File: src/rtl/riscv_pkg.sv
// Shared RV32I definitions: base opcodes, instruction classes and loader FSM
// encodings used by the controller and the program loader.
package riscv_pkg;

  localparam logic [6:0] R_TYPE = 7'b0110011;
  localparam logic [6:0] LW     = 7'b0000011;
  localparam logic [6:0] SW     = 7'b0100011;
  localparam logic [6:0] BR     = 7'b1100011;
  localparam logic [6:0] IMM    = 7'b0010011;
  localparam logic [6:0] JAL    = 7'b1101111;
  localparam logic [6:0] JALR   = 7'b1100111;

  typedef enum logic [2:0] {
    CLASS_R       = 3'd0,
    CLASS_LOAD    = 3'd1,
    CLASS_STORE   = 3'd2,
    CLASS_BRANCH  = 3'd3,
    CLASS_IMM     = 3'd4,
    CLASS_JAL     = 3'd5,
    CLASS_JALR    = 3'd6,
    CLASS_ILLEGAL = 3'd7
  } instr_class_t;

  typedef logic [1:0] loader_state_t;

  localparam loader_state_t ST_IDLE  = 2'd0;
  localparam loader_state_t ST_LOAD  = 2'd1;
  localparam loader_state_t ST_FLUSH = 2'd2;
  localparam loader_state_t ST_DONE  = 2'd3;

  // True when value is representable as a two's-complement number of 'bits' width,
  // i.e. every bit from bits-1 upward matches the sign bit.
  function automatic logic fits_signed(input logic [31:0] value, input int bits);
    logic ok;
    ok = 1'b1;
    for (int i = 0; i < 32; i++) begin
      if (i >= bits - 1 && value[i] != value[31]) ok = 1'b0;
    end
    return ok;
  endfunction

endpackage

File: src/rtl/instr_encode.sv
// Combinational RV32I encoder: packs decoded fields back into a 32-bit word and
// flags immediates that the selected format cannot represent.
module instr_encode
  import riscv_pkg::*;
(
  input  instr_class_t InClass,
  input  logic [4:0]   Rd,
  input  logic [4:0]   Rs1,
  input  logic [4:0]   Rs2,
  input  logic [2:0]   Funct3,
  input  logic [6:0]   Funct7,
  input  logic [31:0]  Imm,
  output logic [31:0]  Word,
  output logic         RangeErr
);

  logic is_shift;

  assign is_shift = (Funct3 == 3'b001) || (Funct3 == 3'b101);

  always_comb begin
    Word     = '0;
    RangeErr = 1'b0;
    case (InClass)
      CLASS_R: begin
        Word = {Funct7, Rs2, Rs1, Funct3, Rd, R_TYPE};
      end
      CLASS_LOAD: begin
        Word     = {Imm[11:0], Rs1, Funct3, Rd, LW};
        RangeErr = !fits_signed(Imm, 12);
      end
      // Shift-immediates carry funct7 in the upper bits and a 5-bit shamt.
      CLASS_IMM: begin
        if (is_shift) Word = {Funct7, Imm[4:0], Rs1, Funct3, Rd, IMM};
        else          Word = {Imm[11:0], Rs1, Funct3, Rd, IMM};
        RangeErr = !fits_signed(Imm, 12);
      end
      CLASS_JALR: begin
        Word     = {Imm[11:0], Rs1, 3'b000, Rd, JALR};
        RangeErr = !fits_signed(Imm, 12);
      end
      CLASS_STORE: begin
        Word     = {Imm[11:5], Rs2, Rs1, Funct3, Imm[4:0], SW};
        RangeErr = !fits_signed(Imm, 12);
      end
      CLASS_BRANCH: begin
        Word     = {Imm[12], Imm[10:5], Rs2, Rs1, Funct3, Imm[4:1], Imm[11], BR};
        RangeErr = !fits_signed(Imm, 13) || Imm[0];
      end
      CLASS_JAL: begin
        Word     = {Imm[20], Imm[10:1], Imm[11], Imm[19:12], Rd, JAL};
        RangeErr = !fits_signed(Imm, 21) || Imm[0];
      end
      default: begin
        RangeErr = 1'b1;
      end
    endcase
  end

endmodule

File: src/rtl/imem_program_loader.sv
// Boot/test loader: accepts decoded field tuples over valid/ready and writes the
// encoded words to sequential instruction-memory addresses from BASE_ADDR.
module imem_program_loader
  import riscv_pkg::*;
#(
  parameter int ADDR_W    = 9,
  parameter int BASE_ADDR = 0
) (
  input  logic              clk,
  input  logic              rst_n,
  input  logic              Start,
  input  logic              InValid,
  output logic              InReady,
  input  logic [2:0]        InClass,
  input  logic [4:0]        Rd,
  input  logic [4:0]        Rs1,
  input  logic [4:0]        Rs2,
  input  logic [2:0]        Funct3,
  input  logic [6:0]        Funct7,
  input  logic [31:0]       Imm,
  input  logic              InLast,
  output logic              MemWE,
  output logic [ADDR_W-1:0] MemAddr,
  output logic [31:0]       MemWData,
  output logic              Busy,
  output logic              Done,
  output logic              Err,
  output logic [ADDR_W:0]   Count
);

  localparam logic [ADDR_W-1:0] BASE_PTR = ADDR_W'(BASE_ADDR);
  localparam logic [ADDR_W-1:0] LAST_PTR = '1;

  loader_state_t     state;
  logic [ADDR_W-1:0] wr_ptr;
  logic              mem_we_q;
  logic [ADDR_W-1:0] mem_addr_q;
  logic [31:0]       mem_wdata_q;
  logic              err_q;
  logic [ADDR_W:0]   count_q;
  logic [31:0]       enc_word;
  logic              range_err;
  logic              xfer;

  instr_encode u_encode (
    .InClass  (instr_class_t'(InClass)),
    .Rd       (Rd),
    .Rs1      (Rs1),
    .Rs2      (Rs2),
    .Funct3   (Funct3),
    .Funct7   (Funct7),
    .Imm      (Imm),
    .Word     (enc_word),
    .RangeErr (range_err)
  );

  assign InReady = (state == ST_LOAD);
  assign xfer    = InValid && InReady;

  // The output register holds a write for exactly one cycle; a full pointer
  // still takes its word but ends the session rather than wrapping.
  always_ff @(posedge clk or negedge rst_n) begin
    if (!rst_n) begin
      state       <= ST_IDLE;
      wr_ptr      <= BASE_PTR;
      mem_we_q    <= 1'b0;
      mem_addr_q  <= BASE_PTR;
      mem_wdata_q <= '0;
      err_q       <= 1'b0;
      count_q     <= '0;
    end else begin
      mem_we_q <= 1'b0;
      case (state)
        ST_IDLE: begin
          if (Start) begin
            state   <= ST_LOAD;
            err_q   <= 1'b0;
            count_q <= '0;
            wr_ptr  <= BASE_PTR;
          end
        end
        ST_LOAD: begin
          if (xfer) begin
            if (range_err) begin
              err_q <= 1'b1;
              if (InLast) state <= ST_FLUSH;
            end else begin
              mem_we_q    <= 1'b1;
              mem_addr_q  <= wr_ptr;
              mem_wdata_q <= enc_word;
              count_q     <= count_q + 1'b1;
              if (wr_ptr == LAST_PTR) begin
                err_q <= 1'b1;
                state <= ST_FLUSH;
              end else begin
                wr_ptr <= wr_ptr + 1'b1;
                if (InLast) state <= ST_FLUSH;
              end
            end
          end
        end
        ST_FLUSH: state <= ST_DONE;
        ST_DONE:  state <= ST_IDLE;
        default:  state <= ST_IDLE;
      endcase
    end
  end

  assign MemWE    = mem_we_q;
  assign MemAddr  = mem_addr_q;
  assign MemWData = mem_wdata_q;
  assign Busy     = (state != ST_IDLE);
  assign Done     = (state == ST_DONE);
  assign Err      = err_q;
  assign Count    = count_q;

endmodule
File: config.mk
export PLATFORM = sky130hd
export DESIGN_NAME = imem_program_loader
export DESIGN_NICKNAME = d
export VERILOG_FILES = /design/src/rtl/riscv_pkg.sv /design/src/rtl/instr_encode.sv /design/src/rtl/imem_program_loader.sv
export SDC_FILE = /design/constraint.sdc
export NUM_CORES = 1
export LEC_CHECK = 0
export BUFFER_PORTS_ARGS = -buffer_cell sky130_fd_sc_hd__buf_2
export CORE_MARGIN = 10
export CORE_UTILIZATION = 50
export CTS_BUF_LIST = sky130_fd_sc_hd__clkbuf_4 sky130_fd_sc_hd__clkbuf_8 sky130_fd_sc_hd__clkbuf_16
export DETAILED_ROUTE_END_ITERATION = 10
export PLACE_DENSITY = 0.76
export SYNTH_ARGS = -nofsm -noshare
export SYNTH_HDL_FRONTEND = slang
export SYNTH_SLANG_ARGS = --single-unit
File: constraint.sdc
create_clock -name clk -period 2.9 [get_ports clk]
set_clock_uncertainty 0.15 [all_clocks]
set_input_delay 0.145 -clock clk [delete_from_list [all_inputs] [get_ports clk]]
set_output_delay 0.145 -clock clk [all_outputs]
set_load 0.02 [all_outputs]
After elaboration in Yosys (flattened, before gate mapping). Index checks and enable logic that the tools add are counted.

Memories kept: 0. Logic and storage cells: 148. ROM bits: 0. Latch bits: 0. Register bits: 64. Output and inout port bits: 56. RAM bits: 0.

$lt $le $gt $ge: 0. Div/mod/pow operators: 0. Equality and inequality tests: 37. Reductions and logical operators: 19. Bitwise operators: 1. Multipliers: 0. Shifts and indexed selects: 0. Multiplexer cells: 82. Add/sub/neg operators: 2.

Operator list (count): $pmux 32 s7 (1); $mux 1 (63); $mux 9 (4); $mux 32 (1); $mux 10 (3); $ne 1x1->1 (20); $pmux 10 s2 (1); $pmux 9 s2 (1); $eq 3x3->1 const B (4); $add 10x1->10 const B (1); $mux 2 (5); $add 9x1->9 const B (1); $eq 9x9->1 const B (1); $pmux 2 s4 (1); $reduce_and 4->1 (2); $pmux 1 s7 (1); $eq 3x1->1 const B (2); $eq 3x2->1 const B (2); $logic_not 1->1 (6); $ne 2x2->1 const B (3); $reduce_and 5->1 (1); $eq 2x2->1 const B (2); $reduce_bool 2->1 (2); $logic_not 3->1 (1); 10 further kinds (12).

Logic depth before layout (Yosys ltp). Gate-level depths: netlist of the first run.

Word-level depth: 27. Mapped depth: 9. Gate-level depth less buffers: 8.

Cells and area by module. From an unflattened synthesis of the first run, not the netlist that was laid out.

Cells, all modules: 329. Area total of the unflattened synthesis: 3455.8 µm².

By module, submodules not included: imem_program_loader (times used 1, cells an instance 212, area each 2735.1 µm², seq. area each 1601.5 µm²); instr_encode (times used 1, cells an instance 117, area each 720.7 µm², seq. area each 0.0 µm²).

Worst setup path after synthesis of the first run. OpenSTA, ideal clock, no wires.

Path kind: reg-to-reg. Start point: register wr_ptr[2]. End point: register wr_ptr[3]. Slack: 0.574 ns. Stages on the path, launching flop included: 9. Setup time: 0.078 ns. Path buffers: 0. Data required time: 2.672 ns. Data arrival time: 2.098 ns. Path through: dfrtp_1 -> and3_1 -> and3_1 -> and3_1 -> ha_1 -> nor2_1 -> o31ai_2 -> or4_1 -> a21oi_1.

Longest elaborated chain between the ends: 5. Elaborated cells between the ends (all ways): 8. Those cells by class: add/sub (1); eq/ne (2); mux (4); reduce/logical (1).

Ends and longest elaborated chain: start, declared (line imem_program_loader.sv:35) `logic [ADDR_W-1:0] wr_ptr;`; start signal, assigned (line imem_program_loader.sv:96) `wr_ptr <= wr_ptr + 1'b1;`; $add 9x1->9 (line imem_program_loader.sv:96); $mux 9 (line imem_program_loader.sv:92) `if (wr_ptr == LAST_PTR) begin`; $mux 9 (line imem_program_loader.sv:84) `if (range_err) begin`; $mux 9 (line imem_program_loader.sv:83) `if (xfer) begin`; $pmux 9 s2 (line imem_program_loader.sv:73) `case (state)`.

Several ways; a longest one is shown, not always the timed one. The select of a mux whose other input is x is not followed. A chain may end at the register's enable or synchronous reset.

Final worst setup path of the first run.
Start point: register wr_ptr[2]. End point: register wr_ptr[7].

The elaborated chain is that of the path after synthesis.

==> results of run 1 <==
==> logic make-up after synthesis <==
| group | share of synthesized area, % |
|---|---|
| AOI/OAI and AO/OA | 19.80 |
| DFF | 45.70 |
| xor gates and xnor gates | 0.2539 |
| muxes | 13.38 |
| and+or+nand+nor | 15.67 |
| buffers and inverters | 4.098 |
| adders and majority gates | 1.088 |
==> metal layers <==
metal | wire length, um | global-route usage (%) | part of all wire (%)
met1 | 4254 | 24.31 | 42
met2 | 4933 | 29.69 | 49
met3 | 778 | 5.161 | 7.7
met4 | 82 | 7.487 | 0.82
met5 | 0 | 0 | 0
==> layout make-up <==
cell class | count | area [um2]
inverter | 7 | 26.28
tap | 80 | 100.1
timing repair buffer | 144 | 835.8
fill | 533 | 2266
sequential | 63 | 1577
clock inverter | 3 | 40.04
multi-input combinational | 231 | 1739
clock buffer | 13 | 172.7
==> flip-flops by register name, indices dropped and copies added (netlist names), named ones only <==
name / flops
Count: 10
MemAddr: 9
wr_ptr: 9
MemWData: 31
Err: 1
state: 1
MemWE: 1
==> worst max path at each step <==
| stage | end | startpoint | slack [ns] |
|---|---|---|---|
| 2_1_floorplan | wr_ptr[3]$_DFFE_PN0P_ | wr_ptr[2]$_DFFE_PN0P_ | 0.57 |
| 6_report | wr_ptr[7]$_DFFE_PN0P_ | wr_ptr[2]$_DFFE_PN0P_ | 0.15 |
| 3_3_place_gp | wr_ptr[3]$_DFFE_PN0P_ | wr_ptr[2]$_DFFE_PN0P_ | 0.20 |
| 4_1_cts | wr_ptr[7]$_DFFE_PN0P_ | wr_ptr[2]$_DFFE_PN0P_ | 0.19 |
| 5_1_grt | wr_ptr[7]$_DFFE_PN0P_ | wr_ptr[2]$_DFFE_PN0P_ | 0.03 |
| 3_5_place_dp | wr_ptr[7]$_DFFE_PN0P_ | wr_ptr[2]$_DFFE_PN0P_ | 0.21 |
==> cells in the final DEF, fill, tap and decap left out, types with 2 or more instances in the layout <==
| master | n |
|---|---|
| nor3_1 | 4 |
| o41ai_1 | 5 |
| nand3_1 | 13 |
| nor2_1 | 11 |
| o31ai_1 | 9 |
| o21ai_0 | 9 |
| a211o_1 | 2 |
| inv_1 | 6 |
| clkinv_2 | 2 |
| nand4_1 | 6 |
| nand2b_1 | 7 |
| dfrtp_1 | 63 |
| a21boi_0 | 2 |
| buf_2 | 120 |
| a21oi_1 | 23 |
| buf_4 | 6 |
| a22o_1 | 18 |
| clkbuf_8 | 12 |
| or4_1 | 7 |
| mux2_1 | 33 |
| ha_1 | 3 |
| nor2b_1 | 6 |
| o31ai_2 | 2 |
| and2_1 | 3 |
| or3_1 | 3 |
| and3_1 | 9 |
| nand2_1 | 16 |
| dlygate4sd3_1 | 17 |
| mux2i_1 | 9 |
| nor4_1 | 2 |
| o311ai_1 | 6 |
==> timing repair <==
action | CTS | global route
resized for setup | 0 | 0
endpoints found under the hold margin | 27 | 0
buffers inserted | 0 | 0
hold buffers | 17 | 0
==> cell usage after synthesis (2+ instances only) <==
cell type and count:
a211o_1 2, a21boi_0 2, a21oi_1 23, a22o_1 18, and2_1 3, and3_1 9
buf_1 3, buf_2 5, buf_6 4, clkbuf_1 7, dfrtp_1 63, ha_1 3
inv_1 6, mux2_1 33, mux2i_1 9, nand2_1 16, nand2b_1 7, nand3_1 13
nand4_1 6, nor2_1 11, nor2b_1 6, nor3_1 4, nor4_1 2, o21ai_0 9
o311ai_1 6, o31ai_1 9, o31ai_2 2, o41ai_1 5, or3_1 3, or4_1 7
==> power groups by stage <==
stage | Clock, mW | Sequential (mW) | Combinational, mW
final | 0.820 | 0.971 | 0.547
after global routing | 0.866 | 0.979 | 0.602
after CTS | 0.821 | 0.970 | 0.549
after detailed placement | 0 | 0.986 | 0.526
after global placement | 0 | 0.984 | 0.514
after floorplan | 0 | 1.03 | 0.271
==> per-stage QoR <==
step | cells | hold slack, ns | utilization (%) | instance area, um2
after floorplan | 321 | -0.3006 | - | 3450
after global placement | 508 | -0.07834 | 60.80 | 4108
after detailed placement | 508 | -0.07657 | 60.80 | 4108
after CTS | 541 | 0.0005164 | 66.46 | 4491
after global routing | 541 | 0.01360 | 66.46 | 4491
final | 541 | 0.003748 | 66.46 | 4491
==> critical path, stage by stage (launching register included) <==
cell and delay (ns):
dfrtp_1 0.45, and3_1 0.23, and3_1 0.21, and3_1 0.20
ha_1 0.29, nor2_1 0.30, o31ai_2 0.19, or4_1 0.50
a21oi_1 0.15
==> qor.txt, run 1 <==
Max_slew headroom: 31.23%
Longest Clk Path Bufs: 2
Critical path peak fanout: 8
Primary FF master, synth: dfrtp_1
Largest net degree at the start of global routing: 49
Outcome: finished clean
Yosys warns: 0
Antenna violations before repair: 0
R2R depth: 8
TNS Setup: 0 ns
Worst Path Required: 3.01 ns
Clock power share: 35.1%
Rows: 30
Ys async rst share: 100.0%
LEAKAGE: 2.391 nW
Post-synthesis sequential area ratio: 45.70%
Root Buffer: clkbuf_8
Wirelength, routed: 10.05 mm
Flops & latches, synth: 63
Total Power: 2.338 mW
Core footprint: 0.006756 mm2
Antenna-violating nets left: 0
First-pass GRT wire length: 15.99 mm
DR iter-0 viols: 156
Final net count: 524
All-Layer GR Usage: 18.97%
P&R area growth vs syn: 30.18%
VDD IR-drop max: 0.2818 mV
Post-synth top area share: 45.70%
CTS tree: done
DPL Wire Length: 7.323 mm
Vias in the first global route: 3253
Sw Ratio: 30.93%
Cell Pwr Density: 520.6 mW/mm2
Hold path depth: 3
Syn Inst Count: 321
Min setup slack post-route: 0.1499 ns
Number of clock sinks: 63
Worst setup SP type: register
Per-cell routed wire length: 18.57 um
Congestion Overflow GR: 0
Fmax: 0.3636 GHz
Dominant cells by area after synthesis: dfrtp_1, mux2_1, a22o_1
Die ar.: 0.01062 mm2
WS Path Type: register to register
Worst Hold Launch: Imm[3]
Netlist cell types: 55
Die Height: 103.1 um
Hold EP: MemWData[23]$_DFFE_PN0P_
Critical Path Sink Type: register
Gpl congestion: 0.8249
Switch Pwr: 723.1 uW
Mapped Nets: 389
Max cap viols: 0
Via Count: 3142
Seq pwr share: 41.5%
Comb pwr share: 23.4%
Worst-skew pair later-pin latency: 0.34 ns
Final setup violating endpoints: 0
Diode count: 0
RSZ-0062 raised after global routing: no
Via density: 5.808
R2r setup slk: 0.15 ns
Share of cells above drive strength 1: 33.41%
HP Class: primary input to register
Data arrival, critical path: 2.86 ns
Largest area contributor in the synthesized netlist: dfrtp_1
CTS clk-pin slew, worst paths: 0.08 ns
Final hold violations: 0
Total CTS buffers: 9
Initial Utilization: 51.06%
Buffers on Ports: 120
Post-Syn Area: 0.003450 mm2
Final min period: 2.750 ns
DRC viols: 0
Crit Reg-Reg Endpoint: wr_ptr[7]$_DFFE_PN0P_
# IOs: 121
Max-slew violations: 0
Max H-tree Level: 3
Number of synthesized flops with an enable pin: 0
Die Wd: 103.1 um
DRT Pass-1 Iters: 4
Synthesized area per cell: 10.75 um2
Worst-Margin Slew: 1.024 ns
Internal: 1.615 mW
Fin crit share: 94.83%
Reg-to-Reg Start: wr_ptr[2]$_DFFE_PN0P_
DP Worst Slack: 0.2102 ns
(Power assumes the default switching activity.)
==> run 2, diff against run 1 <==
Settings changed: BUFFER_PORTS_ARGS -buffer_cell sky130_fd_sc_hd__buf_2 to -buffer_cell sky130_fd_sc_hd__buf_4.
==> run 2 against run 1 <==
Compared with the run above:
- wire length is 3.6% higher
- sequential share of layout area is 3.1 points lower
- via count is 1.8% higher
- cell count is 1.8% higher
- global-route usage is 0.49 points higher
- hold slack better by 0.0056 ns
- critical endpoint unchanged
- largest cell class unchanged
==> qor.txt, run 2 (same netlist as run 1, synthesis figures left out) <==
CTS clk-pin slew, worst paths: 0.07 ns (about the same)
R2r setup slk: 0.24 ns (+0.09 ns)
Total CTS buffers: 9 (unchanged)
Die Wd: 103.1 um (unchanged)
Per-cell routed wire length: 18.88 um (+1.7%)
Buffers on Ports: 120 (unchanged)
Gpl congestion: 0.8552 (+3.7%)
Critical Path Sink Type: register
Diode count: 0 (unchanged)
Reg-to-Reg Start: wr_ptr[2]$_DFFE_PN0P_
DPL Wire Length: 7.480 mm (+2.2%)
Core footprint: 0.006756 mm2 (unchanged)
CTS tree: done
Max cap viols: 0 (unchanged)
Largest net degree at the start of global routing: 64 (+31%)
R2R depth: 8 (unchanged)
Root Buffer: clkbuf_8
Crit Reg-Reg Endpoint: wr_ptr[7]$_DFFE_PN0P_
Congestion Overflow GR: 0 (unchanged)
Die ar.: 0.01062 mm2 (unchanged)
All-Layer GR Usage: 19.46% (+0.49 points)
Die Height: 103.1 um (unchanged)
Via Count: 3199 (+1.8%)
Final core utilization: 72.89% (+6.4 points)
Outcome: finished clean
Max_slew headroom: 37.03% (+5.8 points)
Final setup violating endpoints: 0 (unchanged)
Vias in the first global route: 3304 (+1.6%)
Worst Path Required: 3.00 ns (about the same)
Final net count: 534 (+1.9%)
DR iter-0 viols: 178 (+14%)
P&R area growth vs syn: 42.76%
Rows: 30 (unchanged)
Worst-skew pair later-pin latency: 0.33 ns (about the same)
Critical path peak fanout: 8 (unchanged)
Hold path depth: 3 (unchanged)
Max-slew violations: 0 (unchanged)
VDD IR-drop max: 0.4056 mV (+44%)
Share of cells above drive strength 1: 32.70% (-0.71 points)
Antenna violations before repair: 0 (unchanged)
Antenna-violating nets left: 0 (unchanged)
Initial Utilization: 51.06% (unchanged)
DRC viols: 0 (unchanged)
Wirelength, routed: 10.41 mm (+3.6%)
Worst-Margin Slew: 0.9445 ns (-0.07913 ns)
Longest Clk Path Bufs: 2 (unchanged)
Fmax: 0.3755 GHz (+3.3%)
Max reg flops: 31 (unchanged)
HP Class: primary input to register
Most common cell after layout, fill and taps aside: buf_4
Worst setup SP type: register
First-pass GRT wire length: 16.30 mm (+1.9%)
Via density: 5.806 (about the same)
LEAKAGE: 2.501 nW (+4.6%)
Data arrival, critical path: 2.77 ns (-0.09 ns)
# IOs: 121 (unchanged)
RSZ-0062 raised after global routing: no
Hold EP: MemWData[18]$_DFFE_PN0P_
Cell Pwr Density: 510.3 mW/mm2 (-2.0%)
Number of clock sinks: 63 (unchanged)
Worst Hold Launch: Rs1[3]
Final min period: 2.663 ns (-0.08719 ns)
DRT Pass-1 Iters: 4 (unchanged)
Final hold violations: 0 (unchanged)
TNS Setup: 0 ns (unchanged)
Fin crit share: 91.83% (-3.0 points)
Commonest non-fill, non-tap cells in the layout: buf_4, dfrtp_1, mux2_1, dlygate4sd3_1, a21oi_1
WS Path Type: register to register
Max H-tree Level: 3 (unchanged)
## run 2: cell types whose count changed in the layout (fill, tap and decap cells not counted), sizes merged
cell / delta
dlygate4sd3: +10
clkinv: -2
bufinv: +1
clkbuf: +1
## run 2: report_power, final
group | internal, mW | switching, mW
Clock | 0.588 | 0.331
Sequential | 0.931 | 0.0411
Combinational | 0.280 | 0.341
Total | 1.80 | 0.713
## run 2: timing repair
action | CTS | global route
hold buffers | 27 | 0
buffers inserted | 0 | 0
gates resized for setup | 0 | 0
hold endpoints to repair | 80 | 0
## run 2: metal layers
layer	vias up	part of all wire [%]	global-route usage [%]
met1	1539	41	23.81
met4	0	1.5	7.059
met3	16	8.2	6.233
li1	1523	-	-
met5	-	0	0
met2	121	49	31.40
## run 2: stage by stage
stage	cell area [um2]	worst slack [ns]	hold slack [ns]	power, mW	std cells
after detailed placement	4408	0.2959	0.1319	1.573	508
final	4925	0.2371	0.009385	2.513	551
after global routing	4925	0.09200	0.008012	2.618	551
after global placement	4408	0.3642	0.1292	1.562	508
after floorplan	3450	0.5743	-0.3006	1.300	321
after CTS	4925	0.2575	0.0004134	2.523	551
## run 2: layout make-up
cell class / count / area [um2]
fillers: 482 / 1832
clock buffers: 14 / 186.4
well taps: 80 / 100.1
inverters: 7 / 26.28
multi-input cells: 231 / 1739
flip-flops and latches: 63 / 1577
repair buffers: 154 / 1236
clock inverters: 2 / 60.06
## run 2: worst max path at each step
stage                                      from                     to  slack, ns  cells past startpoint
after global placement    wr_ptr[2]$_DFFE_PN0P_  wr_ptr[7]$_DFFE_PN0P_       0.36                      8
after detailed placement  wr_ptr[2]$_DFFE_PN0P_  wr_ptr[3]$_DFFE_PN0P_       0.30                      8
after floorplan           wr_ptr[2]$_DFFE_PN0P_  wr_ptr[3]$_DFFE_PN0P_       0.57                      8
after global routing      wr_ptr[2]$_DFFE_PN0P_  wr_ptr[7]$_DFFE_PN0P_       0.09                      8
after CTS                 wr_ptr[2]$_DFFE_PN0P_  wr_ptr[3]$_DFFE_PN0P_       0.26                      8
final                     wr_ptr[2]$_DFFE_PN0P_  wr_ptr[7]$_DFFE_PN0P_       0.24                      8
## run 2: worst max-delay path, cell delays in order (launching register included)
cell	delay [ns]
dfrtp_1	0.44
and3_1	0.22
and3_1	0.19
and3_1	0.20
ha_1	0.29
nor2_1	0.28
o31ai_2	0.18
or4_1	0.49
a21oi_1	0.15
